### config.mk
export PLATFORM = sky130hd
export DESIGN_NAME = action_executor
export DESIGN_NICKNAME = d
export VERILOG_FILES = /design/src/rtl/action_executor.sv
export SDC_FILE = /design/constraint.sdc
export NUM_CORES = 1
export LEC_CHECK = 0
export CAP_MARGIN = 20
export CORE_MARGIN = 3
export CORE_UTILIZATION = 38
export DETAILED_ROUTE_END_ITERATION = 10
export PLACE_DENSITY = 0.71
export SLEW_MARGIN = 20
export SYNTH_ARGS = -nofsm -noshare
export SYNTH_HDL_FRONTEND = slang
export SYNTH_SLANG_ARGS = --single-unit
### constraint.sdc
create_clock -name clk -period 13.9 [get_ports clk]
set_input_delay 2.78 -clock clk [delete_from_list [all_inputs] [get_ports clk]]
set_output_delay 2.78 -clock clk [all_outputs]
set_load 0.03 [all_outputs]
### src/rtl/action_executor.sv
// action_executor: fetches a match-action entry over a byte-wide memory port
// and applies it (NOP, SET_FIELD into a parsed header, or DROP).
// Optional build macro: EXEC_MISS_DROP_EN -- a table miss reports drop_o=1.
//
// state    | meaning
// ---------+-----------------------------------------------------------
// FREE     | idle, waiting for start_i
// LOAD_ACT | reading entry bytes +0..+3 (opcode, hdr_id, offset, length)
// DECODE   | classify the entry: drop, nop or valid set-field
// LOAD_VAL | reading L value bytes (+4..+3+L) into the value buffer
// WRITE    | writing L value bytes to parsed_hdrs[hdr_id] + offset
// DONE     | ready_o/drop_o held until start_i drops
module action_executor (
    input  logic        clk,
    input  logic        rst,
    input  logic        start_i,
    input  logic [31:0] val_addr_i,
    input  logic [63:0] parsed_hdrs_i,
    output logic        mem_ce_o,
    output logic        mem_we_o,
    output logic [31:0] mem_addr_o,
    output logic [3:0]  mem_width_o,
    output logic [31:0] mem_data_o,
    input  logic [31:0] mem_data_i,
    output logic        ready_o,
    output logic        drop_o
);

`ifdef EXEC_MISS_DROP_EN
    localparam logic MISS_DROP = 1'b1;
`else
    localparam logic MISS_DROP = 1'b0;
`endif

    typedef enum logic [2:0] {
        FREE     = 3'd0,
        LOAD_ACT = 3'd1,
        DECODE   = 3'd2,
        LOAD_VAL = 3'd3,
        WRITE    = 3'd4,
        DONE     = 3'd5
    } state_t;

    state_t      state_q, state_d;
    logic [31:0] base_q, base_d;
    logic [7:0]  op_q, op_d;
    logic [7:0]  hdr_q, hdr_d;
    logic [7:0]  off_q, off_d;
    logic [7:0]  len_q, len_d;
    logic [3:0]  cnt_q, cnt_d;
    logic [7:0]  val_q [0:7];
    logic [7:0]  val_d [0:7];
    logic        drop_q, drop_d;

    logic [31:0] hdr_base;
    logic        last_byte;
    logic        set_valid;
    logic [7:0]  rd_byte;
    logic        unused_data_hi;

    // Only the low byte of the read bus carries data.
    assign rd_byte        = mem_data_i[7:0];
    assign unused_data_hi = ^mem_data_i[31:8];
    assign mem_width_o    = 4'd1;

    // Shared decode helpers for the sequencing and the address mux.
    always_comb begin
        hdr_base  = hdr_q[0] ? parsed_hdrs_i[31:0] : parsed_hdrs_i[63:32];
        last_byte = (({4'd0, cnt_q}) + 8'd1) == len_q;
        set_valid = (op_q == 8'd1) && (len_q != 8'd0) && (len_q <= 8'd8) &&
                    (hdr_q <= 8'd1);
    end

    // State and datapath registers; synchronous reset clears everything.
    always_ff @(posedge clk) begin
        if (rst) begin
            state_q <= FREE;
            base_q  <= '0;
            op_q    <= '0;
            hdr_q   <= '0;
            off_q   <= '0;
            len_q   <= '0;
            cnt_q   <= '0;
            val_q   <= '{default: 8'h00};
            drop_q  <= 1'b0;
        end else begin
            state_q <= state_d;
            base_q  <= base_d;
            op_q    <= op_d;
            hdr_q   <= hdr_d;
            off_q   <= off_d;
            len_q   <= len_d;
            cnt_q   <= cnt_d;
            val_q   <= val_d;
            drop_q  <= drop_d;
        end
    end

    // Next-state logic and byte capture.
    always_comb begin
        state_d = state_q;
        base_d  = base_q;
        op_d    = op_q;
        hdr_d   = hdr_q;
        off_d   = off_q;
        len_d   = len_q;
        cnt_d   = cnt_q;
        val_d   = val_q;
        drop_d  = drop_q;
        case (state_q)
            FREE: begin
                if (start_i) begin
                    if (val_addr_i == 32'd0) begin
                        drop_d  = MISS_DROP;
                        state_d = DONE;
                    end else begin
                        base_d  = val_addr_i;
                        cnt_d   = 4'd0;
                        state_d = LOAD_ACT;
                    end
                end
            end
            LOAD_ACT: begin
                case (cnt_q[1:0])
                    2'd0:    op_d  = rd_byte;
                    2'd1:    hdr_d = rd_byte;
                    2'd2:    off_d = rd_byte;
                    default: len_d = rd_byte;
                endcase
                if (cnt_q == 4'd3) begin
                    cnt_d   = 4'd0;
                    state_d = DECODE;
                end else begin
                    cnt_d = cnt_q + 4'd1;
                end
            end
            DECODE: begin
                cnt_d = 4'd0;
                if (op_q == 8'd2) begin
                    drop_d  = 1'b1;
                    state_d = DONE;
                end else if (set_valid) begin
                    state_d = LOAD_VAL;
                end else begin
                    drop_d  = 1'b0;
                    state_d = DONE;
                end
            end
            LOAD_VAL: begin
                val_d[cnt_q[2:0]] = rd_byte;
                if (last_byte) begin
                    cnt_d   = 4'd0;
                    state_d = WRITE;
                end else begin
                    cnt_d = cnt_q + 4'd1;
                end
            end
            WRITE: begin
                if (last_byte) begin
                    drop_d  = 1'b0;
                    state_d = DONE;
                end else begin
                    cnt_d = cnt_q + 4'd1;
                end
            end
            DONE: begin
                if (!start_i) state_d = FREE;
            end
            default: state_d = FREE;
        endcase
    end

    // Memory port and handshake outputs decoded from the current state.
    always_comb begin
        mem_ce_o   = 1'b0;
        mem_we_o   = 1'b0;
        mem_addr_o = 32'd0;
        mem_data_o = 32'd0;
        ready_o    = 1'b0;
        drop_o     = 1'b0;
        case (state_q)
            LOAD_ACT: begin
                mem_ce_o   = 1'b1;
                mem_addr_o = base_q + {28'd0, cnt_q};
            end
            LOAD_VAL: begin
                mem_ce_o   = 1'b1;
                mem_addr_o = base_q + 32'd4 + {28'd0, cnt_q};
            end
            WRITE: begin
                mem_ce_o   = 1'b1;
                mem_we_o   = 1'b1;
                mem_addr_o = hdr_base + {24'd0, off_q} + {28'd0, cnt_q};
                mem_data_o = {24'd0, val_q[cnt_q[2:0]]};
            end
            DONE: begin
                ready_o = 1'b1;
                drop_o  = drop_q;
            end
            default: ;
        endcase
    end

endmodule

==> run summary <==
Net total in the final layout - 1361
Asr flop ratio synth - 0%
Routed wire per std cell - 17.58 um
Synth area leader - dfxtp_1
Max-slew violation count - 0
Vias post-DR - 8344
Worst slew pin tran - 0.9802 ns
Overflow after GRT - 0
Post-synth EDFFs - 0
IO buf count - 150
Hold buffer count at cts - 0
Dpl cell area - 0.01062 mm^2
Critical Path, Cell by Cell - clkdlybuf4s50_1, mux2_2, fa_1, ha_1, fa_1, a211oi_1, nor2_1, a221oi_4, nor2_1, a221oi_2, o22ai_1, clkdlybuf4s50_1
Die W - 160.8 um
Largest stage delay on the critical path - 0.64 ns
Type of origin of the critical path - primary input
Ratio of cells with drive above 1 in the final layout - 8.195%
Clk_lat worst skew - 0.42 ns
Post-CTS setup buffer count - 0
Critical Path AT - 6.86 ns
Crit path kind - primary input to output port
CTS H-tree lvls - 4
Clock Sinks - 136
Critical path's slowest cell - a221oi_4
Longest Clk Path Bufs - 2
Remaining antenna violation count - 0
Seq/Total Area, Yosys - 29.91%
Die area - 0.02585 mm^2
Hold Crit Class - flop to flop
Syn Inst Count - 1086
Wirelength, routed - 26.85 mm
Period utilization - 69.33%
Setup TNS - 0 ns
DIE HEIGHT - 160.8 um
Worst-path clk slew - 0.06 ns
Setup Viol. Count Final - 0
Number of cells upsized or downsized after cts - 0
Clk_skew - 0.009093 ns
RSZ-0062 raised after global routing - false
Clock tree root buffer cell - clkbuf_16
Post-Synthesis Cell Area - 0.009104 mm^2
Avg Cell Area, Syn - 8.383 um^2
Starting density of the core - 38.67%
HPWL Detailed - 19.52 mm
Routed vias/inst - 5.464
Number of global-route vias before repair - 7942
Final Hold Viols - 0
Main synth FF type - dfxtp_1
GRT Total Usage - 20.14%
FILL cells - 2266
Achievable frequency - 103.8 MHz
Post-route design area - 0.01121 mm^2
Largest net degree at the start of global routing - 108
DRC viols - 0
Largest cells by area after synthesis - dfxtp_1, mux2i_1, nor2_1
Critical Path RT - 11.12 ns
Warnings, synthesis - 0
CP Capture Type - output port
CTS tree - built
First-pass GRT wire length - 42.32 mm
Status - finished, final reports clean
Cts bufs inserted - 17
Flop-to-flop setup slack - 10.41 ns
Slew headroom - 34.16%
Leakage power - 4.180 nW
Initial antenna violation count - 0
Critical Path Fanout Max - 13
# IOs - 203
Pwr dens - 88.42 mW/mm^2
Site row count - 56
Synthesized flop and latch total - 136
Worst vdd ir - 0.08194 mV
Core area - 0.02354 mm^2
Max-Cap Viols - 0
Cell variety after synth - 86
Iter 0 DRT Violations - 621
First-pass DRT Iterations - 5
N_diodes - 0
Synth top area share - 29.91%
GPL Wtd Cong - 0.8987
Post-layout min period - 9.637 ns
Area Growth Syn to Fin - 23.13%
==> placed cells by master, fill, tap and decap left out, types with 5 or more instances in the layout <==
cell type        instances
a211oi_1                12
a21o_1                   5
a21oi_1                 72
a221oi_1                10
and2_1                   5
and3_1                   7
buf_4                    9
clkbuf_16               17
clkdlybuf4s50_1        149
conb_1                  28
dfxtp_1                135
fa_1                     8
ha_1                    26
inv_1                   21
mux2_2                  13
mux2i_1                110
nand2_1                124
nand2b_1                 9
nand3_1                 36
nand4_1                 12
nor2_1                 127
nor2b_1                  5
nor3_1                  19
nor3b_1                  8
nor4_1                  12
nor4b_1                  5
o21a_1                   5
o21ai_0                 26
o22ai_1                 26
or3_1                    5
xnor2_1                 24
xor2_1                  29
==> per-layer routing <==
layer / wire [um] / up-vias / GRT usage [%]
li1: - / 4049 / -
met1: 11890 / 3967 / 26.05
met2: 12810 / 291 / 34.30
met3: 1723 / 37 / 4.050
met4: 437 / 0 / 5.397
met5: 0 / - / 0
==> area by class of cell <==
type	count	area [um^2]	share of cell area, %
multi-input combinational	858	5849	52.18
inverter	24	90.09	0.8037
clock inverter	12	115.1	1.027
timing repair buffer	159	1579	14.09
sequential	136	2724	24.30
tap	319	399.1	3.561
clock buffer	19	452.9	4.041
==> through the flow <==
| step | setup slack [ns] | hold slack (ns) | instances | util [%] | total power, mW |
|---|---|---|---|---|---|
| 2_1_floorplan | 5.407 | 0.4308 | 1112 | - | 0.5063 |
| 3_3_place_gp | 4.316 | 0.4403 | 1495 | 45.12 | 0.5599 |
| 3_5_place_dp | 4.262 | 0.4470 | 1495 | 45.12 | 0.5618 |
| 4_1_cts | 4.255 | 0.4554 | 1526 | 47.53 | 0.9955 |
| 5_1_grt | 3.954 | 0.4757 | 1527 | 47.61 | 1.027 |
| 6_report | 4.263 | 0.4552 | 1527 | 47.61 | 0.9911 |
==> cells in the mapped netlist (all sizes together), types with 3 or more instances <==
cell type / number
a21oi: 75
nor2: 129
dfxtp: 136
o21a: 5
nor4: 16
nand3b: 5
a211oi: 16
nand2b: 9
a221oi: 12
o32ai: 4
nor2b: 5
nor3b: 8
or3: 6
and4: 3
nand3: 38
mux2: 13
buf: 54
xor2: 29
nand2: 124
xnor2: 24
and3: 7
nor4b: 6
o21ai: 29
o211ai: 4
o31ai: 4
a22oi: 3
clkbuf: 40
mux2i: 110
fa: 8
a31oi: 3
o22ai: 26
inv: 23
o2111ai: 3
a21o: 5
and2: 5
nand4: 16
mux4: 4
ha: 26
nand4b: 3
nor3: 21
==> logic make-up after synthesis <==
| logic type | after synthesis | share of synthesized area, % |
|---|---|---|
| AND/OR/NAND/NOR | 407 | 22.29 |
| AO/OA/AOI/OAI | 209 | 15.68 |
| flip-flops | 136 | 29.91 |
| multiplexers | 127 | 14.69 |
| buffers and inverters | 118 | 6.913 |
| XOR/XNOR | 53 | 5.099 |
| adder cells (fa/ha/maj) | 34 | 5.333 |
| other | 2 | 0.08249 |
==> power by group <==
part | switching [mW] | internal (mW) | total [mW]
clock network | 0.178 | 0.257 | 0.435
registers | 0.0109 | 0.398 | 0.409
logic | 0.0830 | 0.0637 | 0.147
==> critical path, delay by kind of cell <==
| family | cells | cell delay, ns |
|---|---|---|
| AOI/OAI and AO/OA | 4 | 1.34 |
| adders and majority gates | 3 | 1.10 |
| buffers and inverters | 2 | 1.00 |
| and+or+nand+nor | 2 | 0.33 |
| muxes | 1 | 0.30 |
==> flip-flops by register name, indices dropped and copies added (netlist names) <==
signal   cells
len_q        8
cnt_q        4
state_q      3
hdr_q        8
val_q       64
op_q         8
drop_q       1
off_q        8
base_q      32
==> worst paths after layout <==
| check | start | end | cells after the start |
|---|---|---|---|
| worst max register to register | state_q[0]$_SDFFE_PP0P_ | val_q[55]$_SDFFE_PP0P_ | 6 |
| worst max-delay path | parsed_hdrs_i[1] | mem_addr_o[13] | 12 |
| worst min-delay path | op_q[4]$_SDFFE_PP0P_ | op_q[4]$_SDFFE_PP0P_ | 2 |
| worst min register to register | op_q[4]$_SDFFE_PP0P_ | op_q[4]$_SDFFE_PP0P_ | 2 |
Power figures use the tool's default switching activity.
